**src/rtl/ps2_keyboard_rx.sv**
```systemverilog
// ps2_keyboard_rx: PS/2 keyboard receiver with clock glitch filter, E0/F0 prefix decoding and frame timeout
module ps2_keyboard_rx #(
    parameter int FILTER_LEN     = 8,
    parameter int TIMEOUT_CYCLES = 100000
) (
    input  logic       Clock,
    input  logic       Reset,
    input  logic       PS2_CLK,
    input  logic       PS2_DATA,
    output logic [7:0] oScanCode,
    output logic       oValid,
    output logic       oBreak,
    output logic       oExtended,
    output logic       oError,
    output logic       oBusy
);
    localparam int FW = $clog2(FILTER_LEN + 1);
    localparam int TW = $clog2(TIMEOUT_CYCLES + 1);
    localparam logic [FW-1:0] FILT_MAX = FW'(FILTER_LEN - 1);
    localparam logic [TW-1:0] TO_MAX = TW'(TIMEOUT_CYCLES - 1);

    typedef enum logic [1:0] {IDLE, DATA, PARITY, STOP} stateType;

    stateType state, stateNext;
    logic [1:0] clkSync, dataSync;
    logic filtClk;
    logic [FW-1:0] filtCnt;
    logic [TW-1:0] toCnt;
    logic [2:0] bitCnt;
    logic [7:0] shiftReg;
    logic parityBit, pendBreak, pendExt;
    logic dataIn, sampleEv, timeout, stopEv, frameGood, isPrefix;

    // a sample fires on the same edge that commits the filtered clock's fall
    assign dataIn    = dataSync[1];
    assign sampleEv  = filtClk & ~clkSync[1] & (filtCnt == FILT_MAX);
    assign timeout   = (state != IDLE) & ~sampleEv & (toCnt == TO_MAX);
    assign stopEv    = sampleEv & (state == STOP);
    assign frameGood = dataIn & ^{shiftReg, parityBit};
    assign isPrefix  = (shiftReg == 8'hE0) || (shiftReg == 8'hF0);
    assign oBusy     = state != IDLE;

    always_ff @(posedge Clock or negedge Reset) begin
        if (!Reset) begin
            clkSync  <= '1;
            dataSync <= '1;
            filtClk  <= 1'b1;
            filtCnt  <= '0;
        end else begin
            clkSync  <= {clkSync[0], PS2_CLK};
            dataSync <= {dataSync[0], PS2_DATA};
            filtCnt  <= (clkSync[1] == filtClk || filtCnt == FILT_MAX) ? '0 : filtCnt + 1'b1;
            if (clkSync[1] != filtClk && filtCnt == FILT_MAX) filtClk <= clkSync[1];
        end
    end

    always_ff @(posedge Clock or negedge Reset) begin
        if (!Reset) state <= IDLE;
        else state <= stateNext;
    end

    always_comb begin
        stateNext = state;
        if (timeout) stateNext = IDLE;
        else if (sampleEv)
            case (state)
                IDLE:    stateNext = dataIn ? IDLE : DATA;
                DATA:    stateNext = (bitCnt == 3'd7) ? PARITY : DATA;
                PARITY:  stateNext = STOP;
                default: stateNext = IDLE;
            endcase
    end

    always_ff @(posedge Clock or negedge Reset) begin
        if (!Reset) begin
            toCnt     <= '0;
            bitCnt    <= '0;
            shiftReg  <= '0;
            parityBit <= 1'b0;
            pendBreak <= 1'b0;
            pendExt   <= 1'b0;
            oScanCode <= '0;
            oValid    <= 1'b0;
            oBreak    <= 1'b0;
            oExtended <= 1'b0;
            oError    <= 1'b0;
        end else begin
            oValid <= 1'b0;
            oError <= 1'b0;
            toCnt  <= (sampleEv || state == IDLE) ? '0 : toCnt + 1'b1;
            if (sampleEv && state == IDLE) bitCnt <= '0;
            if (sampleEv && state == DATA) begin
                shiftReg <= {dataIn, shiftReg[7:1]};
                bitCnt   <= bitCnt + 1'b1;
            end
            if (sampleEv && state == PARITY) parityBit <= dataIn;
            if (timeout) begin
                oError    <= 1'b1;
                pendBreak <= 1'b0;
                pendExt   <= 1'b0;
                shiftReg  <= '0;
            end else if (stopEv && !frameGood) begin
                oError    <= 1'b1;
                pendBreak <= 1'b0;
                pendExt   <= 1'b0;
            end else if (stopEv && isPrefix) begin
                pendExt   <= pendExt | (shiftReg == 8'hE0);
                pendBreak <= pendBreak | (shiftReg == 8'hF0);
            end else if (stopEv) begin
                oScanCode <= shiftReg;
                oBreak    <= pendBreak;
                oExtended <= pendExt;
                oValid    <= 1'b1;
                pendBreak <= 1'b0;
                pendExt   <= 1'b0;
            end
        end
    end
endmodule

```
**config.mk**
```make
export PLATFORM = sky130hd
export DESIGN_NAME = ps2_keyboard_rx
export DESIGN_NICKNAME = d
export VERILOG_FILES = /design/src/rtl/ps2_keyboard_rx.sv
export SDC_FILE = /design/constraint.sdc
export NUM_CORES = 1
export LEC_CHECK = 0
export CORE_UTILIZATION = 52
export DETAILED_ROUTE_END_ITERATION = 8
export PLACE_DENSITY_LB_ADDON = 0.08
export SYNTH_ARGS = -nofsm -noshare
export SYNTH_HDL_FRONTEND = slang
export SYNTH_SLANG_ARGS = --single-unit
```
**constraint.sdc**
```tcl
create_clock -name Clock -period 2.3 [get_ports Clock]
set_input_delay 0.69 -clock Clock [delete_from_list [all_inputs] [get_ports Clock]]
set_output_delay 0.69 -clock Clock [all_outputs]
set_load 0.05 [all_outputs]
```
* Word-level counts from Yosys, hierarchy flattened
Index checks and enable logic that the tools add are counted.
** Word-level totals
- Bits in registers :: 54
- Word-level logic and storage cells :: 84
** Cells by class
- Add/sub/neg operators :: 3
- Equal/unequal tests :: 10
- Muxes and demuxes :: 24
- Bitwise operators :: 13
- Reduce and logical (&&, ||, !) cells :: 18
** Operator list (count)
- adder 17 x 1 -> 17 bit, second input constant :: 1
- == test 17 bit, second input constant :: 1
- 2-to-1 mux 17 bit :: 1
- == test 8 bit, second input constant :: 2
- 2-to-1 mux 8 bit :: 2
- 2-to-1 mux 1 bit :: 14
- parity 9 bit :: 1
- nonzero test 2 bit :: 4
- AND 1 bit :: 6
- logical AND 1 bit :: 6
- 2-to-1 mux 2 bit :: 3
- 2-to-1 mux 3 bit :: 2
- one-hot mux 2 bit (3 select lines) :: 1
- inverter 1 bit :: 5
- adder 4 x 1 -> 4 bit, second input constant :: 1
- == test 2 bit, second input constant :: 2
- == test 4 x 3 -> 1 bit, second input constant :: 1
- 2-to-1 mux 4 bit :: 1
- AND reduction 4 bit :: 1
- nonzero test 4 bit :: 1
- adder 3 x 1 -> 3 bit, second input constant :: 1
- == test 3 bit, second input constant :: 1
- logical OR 1 bit :: 3
- == test 2 x 1 -> 1 bit, second input constant :: 1
- 5 further kinds :: 6

* Longest topological paths before layout
Gate-level depths: netlist of the first run.
- Depth after elaboration :: 8
- Depth in mapped cells :: 7
- Mapped depth without buffers :: 7

* Worst setup path before layout of the first run
No wires, ideal clock.
- Kind :: flip-flop to flip-flop
- Start :: register shiftReg[4]
- End :: register oBreak
- Library setup time :: 0.125 ns
- Arrival :: 2.117 ns
- Required time :: 2.175 ns
- Path slack :: 0.058 ns
- Stages on the path, launching flop included :: 7
- Path buffers :: 1
- Clock period less this slack :: 2.242 ns
- Path through :: dfrtp_1 xor2_1 xnor3_1 mux2_4 or3_4 buf_6 mux2_4
** On the way
- Word-level cells in the longest chain between the ends :: 6
- Elaborated cells between the ends (all ways) :: 11
- Classes of those cells :: eq/ne (2); bitwise (3); reduce/logical (6)
** RTL lines
- start: declaration :: RTL line 30 : logic [7:0] shiftReg;
- start signal: assignment :: RTL line 93 : shiftReg <= {dataIn, shiftReg[7:1]};
- parity 9 bit :: RTL line 39 : assign frameGood = dataIn & ^{shiftReg, parityBit};
- AND 1 bit :: RTL line 39
- zero test 1 bit :: RTL line 102 : end else if (stopEv && !frameGood) begin
- logical AND 1 bit :: RTL line 102
- inverter 1 bit (no source line)
- AND reduction 4 bit (no source line) (*)
- end signal: assignment :: RTL line 111 : oBreak <= pendBreak;
- end: declaration :: RTL line 12 : output logic oBreak,
Every way passes the cells marked *; elsewhere a longest branch is shown, timed or not.
A chain may end at the register's enable or synchronous reset.

* Final worst setup path of the first run
- Start :: register shiftReg[2]
- End :: register oScanCode[6]
** On the way
- Word-level cells in the longest chain between the ends :: 6
- Elaborated cells between the ends (all ways) :: 11
- Classes of those cells :: eq/ne (2); bitwise (3); reduce/logical (6)
** RTL lines
- parity 9 bit :: RTL line 39
- AND 1 bit :: RTL line 39
- zero test 1 bit :: RTL line 102
- logical AND 1 bit :: RTL line 102
- inverter 1 bit (no source line)
- AND reduction 4 bit (no source line) (*)
- end signal: assignment :: RTL line 110 : oScanCode <= shiftReg;
- end: declaration :: RTL line 10 : output logic [7:0] oScanCode,
Marked as above.

==> summary.md, run 1 <==
| Metric | Value |
|---|---|
| VDD IR-drop max | `0.000355 V` |
| Post-synthesis cell count | `211` |
| Global-route wire length before repair | `7.40 mm` |
| Post-Place Worst Slack | `69.4 ps` |
| Yosys top cell by area | `dfrtp_1` |
| Count leader, synth | `dfrtp_1` |
| Critical Path Source Type | `register` |
| Worst Tran Pin Value | `670 ps` |
| CP Max Fanout | `6` |
| Most frequent CP cell | `mux2_4` |
| Max Cap Viol | `0` |
| Die width | `70.5 µm` |
| Antenna viol nets, final | `0` |
| IO Port Bufs | `16` |
| GPL Wtd Cong | `0.782` |
| Antenna violations before repair | `0` |
| CTS Hold Buffers Added | `0` |
| Initial core utilization | `55.0%` |
| RSZ-0062 raised after global routing | `yes` |
| Vias in the first global route | `1615` |
| Hold Violations, Final | `0` |
| Critical path capture point type | `register` |
| Slowest cell on the critical path | `or3_4` |
| DP Area | `2680 µm²` |
| Hpwl dp | `2.99 mm` |
| Worst flop-to-flop path endpoint | `oScanCode[6]` |
| Final setup viols | `0` |
| Clk root buf | `clkbuf_8` |
| Leak pwr | `1.32 nW` |
| Mapped Avg Cell Area | `11.6 µm²` |
| Sink Count | `54` |
| Buf/Inv on CP | `0` |
| Synth Area in Simple Gates | `17.9%` |
| EDFF count, synth | `0` |
| Residual DRC | `5` |
| Post-Syn Area | `2440 µm²` |
| Area contributors post-synth | `dfrtp_1 (50%), mux2_4 (5.5%), dfstp_2 (5.4%), nor2_1 (5.2%), xor2_1 (4.7%)` |
| Gr ovfl total | `0` |
| Failing checks | `DRC` |
| Inst Count DP | `280` |
| Final Cell Area | `2830 µm²` |
| Post-synth cell types | `34` |
| Cell Rows | `24` |
| Crit-path max cell delay | `460 ps` |
| Core area | `4440 µm²` |
| Adder-Cell Fraction of Synth Area | `2.56%` |
| Vias per inst | `5.60` |
| Fin crit share | `98.6%` |
| CP required | `2500 ps` |
| Inserted Clock Buffers | `5` |
| Reg2Reg Setup Slack | `30 ps` |
| Die height | `70.5 µm` |
| DRT Pass-1 Iters | `6` |
| Hold Crit Depth | `0` |
| Final wirelength | `4.42 mm` |
| Pin count of the biggest net entering global routing | `55` |
| Synth cell count leaders | `dfrtp_1 (49), nor2_1 (34), nand2_1 (15)` |
| Clock Latency Late Sink | `310 ps` |
| Final slew viol count | `0` |
| Final std cells w/o fill | `294` |
| CTS max path bufs | `2` |
| I/O pin count | `17` |
| Fmax | `441 MHz` |
| Net Count, Synth | `220` |
| Seq/Total Area, Yosys | `55.6%` |
| Ys Warns | `0` |
| Crit-path cells | `xnor2_2 > xnor3_1 > mux2_4 > or3_4 > mux2_4` |
| Reg2Reg Depth | `5` |
| Complex-gate fraction of the synthesized area | `2.82%` |
| Slew Limit Headroom | `55.3%` |
| Hold Path Class | `register to register` |
| Largest family of logic cells by synthesized area | `simple AND/OR/NAND/NOR gates` |
| Nets | `250` |
| Yosys reg bits | `54` |
| Syn-to-layout area delta | `15.7%` |
| Routed vias | `1645` |
| Fraction of synthesized area in multiplexers | `10.7%` |
| Full die area | `4980 µm²` |
| Crit path max-delay family | `multiplexers` |
| H-tree Lvls | `2` |
| Worst Path Arrival | `2470 ps` |
| Initial DRC count | `163` |
| Synth Area in XOR/XNOR | `8.66%` |
| Min-delay src | `clkSync[0]` |
| Status | `finished, violations left` |
| Critical path class | `register to register` |
| Antenna cells | `0` |
| Synth top area share | `50.2%` |
| Critical R2R Launch | `shiftReg[2]` |
| TritonCTS clock tree | `built` |
| Setup TNS | `0 ps` |
| Worst hold endpoint | `clkSync[1]` |
| Post-synthesis async set-or-reset flop share | `100%` |
| Worst-path clk slew | `90 ps` |
| Post-layout min period | `2270 ps` |
| Top FF cell, synth | `dfrtp_1` |
| Finished Core Util | `63.6%` |
| Share of layout cells above drive strength 1 | `17.8%` |
| Setup Skew | `10.2 ps` |
| Worst Slack Setup Final | `32.7 ps` |
| Total track usage | `19.3%` |
| DR WL/cell | `15.0 µm` |
| Pwr per Cell Area | `556 nW/µm²` |
[worst max path at each step]
stage,startpoint,end,slack [ps],depth (start not counted)
2_1_floorplan,shiftReg[4],oBreak,60,6
3_3_place_gp,shiftReg[4],oScanCode[4],110,5
3_5_place_dp,shiftReg[0],oScanCode[6],70,5
4_1_cts,shiftReg[0],oScanCode[6],60,5
5_1_grt,shiftReg[2],oScanCode[6],-20,5
6_report,shiftReg[2],oScanCode[6],30,5
[stage by stage]
| step | hold slack [ps] | power [mW] |
|---|---|---|
| global route | 362 | 1.64 |
| CTS | 361 | 1.59 |
| floorplan | 345 | 1.05 |
| global placement | 346 | 1.08 |
| finish | 359 | 1.57 |
| detailed placement | 348 | 1.09 |
[worst register-to-register path, delay by kind of cell, from the launching register on]
kind          cells  cell delay, ps
flops             1             440
xor+xnor          2             620
simple gates      1             460
mux               2             650
[timing repair]
action	in CTS	in global routing
setup buffers	0	5
gates resized for setup	0	5
setup endpoints to repair	0	9
[layout by cell type, fill, tap and decap left out, drive strengths merged]
master / netlist / layout
clkbuf: 4 / 8
xnor3: 2 / 2
or2: 1 / 1
and4b: 1 / 1
or4: 1 / 1
nand4b: 1 / 1
o22ai: 1 / 1
dfrtp: 49 / 49
and4: 3 / 3
inv: 5 / 5
mux2: 13 / 13
nor3: 5 / 5
buf: 1 / 13
and3: 3 / 3
a21oi: 4 / 4
clkdlybuf4s50: 0 / 14
a31oi: 2 / 2
nand4bb: 1 / 1
a21o: 2 / 2
xor2: 13 / 13
nand4: 4 / 4
or3: 2 / 3
dfstp: 5 / 5
xnor2: 6 / 6
nand2: 15 / 15
nand3: 11 / 11
mux2i: 8 / 8
o21ai: 3 / 3
ha: 5 / 5
nor4: 2 / 2
nand2b: 1 / 1
nor3b: 3 / 3
nor2: 34 / 34
[cells by family (layout without fill, tap and decap cells)]
logic type,count (synthesis),count (layout)
and+or+nand+nor,88,89
adders and majority gates,5,5
DFF,54,54
AOI/OAI and AO/OA,12,12
muxes,21,21
buffers and inverters,10,40
xor gates and xnor gates,21,21
[flip-flops by register name (all words and copies together), names as in the netlist, 2 cells and up]
register and cells:
bitCnt 3, clkSync 2, dataSync 2, filtCnt 4
oScanCode 8, shiftReg 8, state 2, toCnt 17
[per-layer routing]
| metal | vias to the layer above | wire [µm] | GRT usage (%) |
|---|---|---|---|
| met5 | - | 0 | 0 |
| met4 | 0 | 80 | 7.11 |
| met3 | 7 | 148 | 4.99 |
| met2 | 36 | 2130 | 31.5 |
| met1 | 816 | 2060 | 25.2 |
| li1 | 786 | - | - |
[cell type report]
type	count	area [µm²]
clock buffer	8	80.1
fill	353	1620
inverter	5	18.8
multi-input combinational	148	1070
sequential	54	1360
tap	52	65.1
timing repair buffer	27	235
[report_power, final]
part | switching (mW) | total (mW) | internal, mW
clock network | 0.286 | 0.503 | 0.217
logic | 0.0403 | 0.0701 | 0.0297
registers | 0.0192 | 0.997 | 0.978
(Power assumes the default switching activity.)
==> run 2, diff against run 1 <==
CORE_UTILIZATION = 45   (was 52)
MAX_ROUTING_LAYER = met4   (was default)
==> run 2 against run 1 <==
The flow now finishes without violations. Sequential cell count did not move. Clock-buffer cell count fell by 1. Clock power rose by 22%. Register-to-register slack improved by 30 ps. Setup slack improved by 31 ps. Die area rose by 15%. Utilization fell by 8.7 points. Global-route usage fell by 1.6 points. Combinational power rose by 6.7%. First-iteration DRC count fell by 36%. Power rose by 7.4%. Largest power group unchanged. Highest routed layer unchanged.
==> summary.md, run 2 (same netlist as run 1, synthesis figures left out) <==
| Metric | Value |
|---|---|
| Status | `finished, final reports clean` |
| Routed vias | `1608 (-2.2%)` |
| Clock share of power | `36.4% (+4.4 points)` |
| Met1 wire length | `2.06 mm (-0.15%)` |
| Vias per inst | `5.24 (-6.4%)` |
| Critical Path Source Type | `register` |
| VDD IR-drop max | `0.000419 V (+18%)` |
| P_int | `1.34 mW (+9.2%)` |
| Die height | `75.7 µm (+7.3%)` |
| Share of layout cells above drive strength 1 | `15.2% (-2.6 points)` |
| Worst flop-to-flop path endpoint | `oScanCode[4]` |
| Antenna cells | `0 (unchanged)` |
| Global-route wire length before repair | `7.32 mm (-1.1%)` |
| Nets | `245 (-2.0%)` |
| Max layer used | `met4` |
| Sw power | `349 µW (+1.0%)` |
| RSZ-0062 raised after global routing | `no` |
| Crit-path max cell delay | `460 ps (about the same)` |
| Critical path capture point type | `register` |
| Pin count of the biggest net entering global routing | `38 (-31%)` |
| Sink Count | `54 (unchanged)` |
| Biggest register | `toCnt` |
| Hold Path Class | `input pin to async pin` |
| Critical path launch point | `shiftReg[4]` |
| DR WL/cell | `13.8 µm (-8.1%)` |
| Comb power frac | `4.4% (about the same)` |
| Antenna violations before repair | `0 (unchanged)` |
| Fmax | `447 MHz (+1.4%)` |
| Routed wl met3 | `108 µm (-27%)` |
| CP Max Fanout | `6 (unchanged)` |
| Worst Path Arrival | `2430 ps (-40 ps)` |
| I/O pin count | `17 (unchanged)` |
| Slew Limit Headroom | `66.1% (+11 points)` |
| IO Port Bufs | `16 (unchanged)` |
| Hold Violations, Final | `0 (unchanged)` |
| Cell Rows | `26 (+8.3%)` |
| Pwr per Cell Area | `594 nW/µm² (+6.9%)` |
| Slowest cell on the critical path | `or3_4` |
| Post-CTS setup buffer count | `0 (unchanged)` |
| CP required | `2490 ps (about the same)` |
| Initial DRC count | `104 (-36%)` |
| Die width | `75.7 µm (+7.3%)` |
| Full die area | `5730 µm² (+15%)` |
| Worst Tran Pin Value | `508 ps (-163 ps)` |
| Fin crit share | `97.2% (-1.3 points)` |
| DRT Pass-1 Iters | `4 (-2)` |
| CTS max path bufs | `2 (unchanged)` |
| Hpwl dp | `3.08 mm (+2.7%)` |
| Critical R2R Launch | `shiftReg[4]` |
| Leak pwr | `1.31 nW (-0.13%)` |
| Top flop regs | `toCnt: 17 flops, oScanCode: 8 flops, shiftReg: 8 flops` |
| Initial core utilization | `47.2% (-7.7 points)` |
| Reg2Reg Setup Slack | `60 ps (+30 ps)` |
| Final setup viols | `0 (unchanged)` |
| Seq. cell area | `1360 µm² (-0.18%)` |
| Switching power share of the total | `20.7% (-1.3 points)` |
| Final wirelength | `4.24 mm (-4.1%)` |
| CTS Hold Buffers Added | `0 (unchanged)` |
| Max Cap Viol | `0 (unchanged)` |
| Inserted Clock Buffers | `5 (unchanged)` |
| Commonest non-fill, non-tap cell in the layout | `dfrtp_1` |
| Fill count | `467 (+32%)` |
| Core area | `5170 µm² (+16%)` |
| TritonCTS clock tree | `built` |
| Syn-to-layout area delta | `16.2%` |
| Final slew viol count | `0 (unchanged)` |
| Worst-path clk slew | `90 ps (about the same)` |
| Met2 wire len | `2.03 mm (-4.7%)` |
| Seq pwr share | `59.2% (-4.3 points)` |
| Setup Skew | `4.98 ps (-5.21 ps)` |
| Antenna viol nets, final | `0 (unchanged)` |
| Crit-path cells | `xor2_1 > xnor3_1 > mux2_4 > or3_4 > mux2_4` |
| Critical path class | `register to register` |
| Clock Latency Late Sink | `300 ps (about the same)` |
| Post-layout min period | `2240 ps (-31.0 ps)` |
| Setup TNS | `0 ps (unchanged)` |
| Residual DRC | `0 (-5)` |
| Most frequent CP cell | `mux2_4` |
| Area of the multi-input gates | `1060 µm² (-0.70%)` |
| Commonest cells after routing, fill and taps aside | `dfrtp_1 (49), nor2_1 (34), nand2_1 (15), clkdlybuf4s50_1 (14), xor2_1 (13)` |
| Reg2Reg Depth | `5 (unchanged)` |
| Finished Core Util | `54.9% (-8.7 points)` |
| Clk root buf | `clkbuf_8` |
| H-tree Lvls | `2 (unchanged)` |
| Max reg flops | `17 (unchanged)` |
| Vias in the first global route | `1526 (-5.5%)` |
| GPL Wtd Cong | `0.878 (+12%)` |
| Gr ovfl total | `0 (unchanged)` |
| Total track usage | `17.7% (-1.6 points)` |
==> run 2: what timing repair did <==
| action | 4_1_cts | 5_1_grt |
|---|---|---|
| endpoints found under the hold margin | 0 | 0 |
| endpoints found under the setup margin | 0 | 8 |
| gates resized for setup | 0 | 2 |
==> run 2: how the worst max path moves through the flow <==
stage                         endpoint  slack [ps]  cells past startpoint
final                     oScanCode[4]          60                      5
after global routing      oScanCode[1]           3                      5
after CTS                    oExtended          50                      5
after detailed placement     oExtended          80                      5
after global placement    oScanCode[1]         100                      5
after floorplan                 oBreak          60                      6
==> run 2: critical path, delay by kind of cell, from the launching register on <==
family        cells  cell delay (ps)
mux               2              660
xor+xnor          2              610
simple gates      1              460
flops             1              410
==> run 2: final cells by class <==
cell class	instances	share of cell area (%)
inverter	5	0.661
clock buffer	7	2.69
timing repair buffer	22	7.40
multi-input combinational	148	37.3
clock inverter	1	1.06
tap	70	3.09
sequential	54	47.8
==> run 2: routing by layer <==
layer	track usage (%)	vias to the layer above
met1	23.1	800
met4	5.56	0
met5	-	-
met3	3.97	5
met2	27.5	24
li1	-	779
==> run 2: per-stage QoR <==
step	setup WS, ps	instance area, µm²	hold slack (ps)	total power, mW	cells
global route	2.82	2840	332	1.76	307
finish	63.6	2840	316	1.69	307
CTS	54.9	2820	323	1.71	306
floorplan	57.8	2440	345	1.05	211
detailed placement	77.7	2710	347	1.10	298
global placement	96.7	2710	348	1.09	298
==> run 2: power groups by stage <==
stage,Clock [mW],Sequential (mW),Combinational [mW]
6_report,0.614,0.998,0.0748
5_1_grt,0.673,1.00,0.0886
4_1_cts,0.633,0.998,0.0787
3_5_place_dp,0,1.02,0.0788
3_3_place_gp,0,1.01,0.0714
2_1_floorplan,0,1.01,0.0410
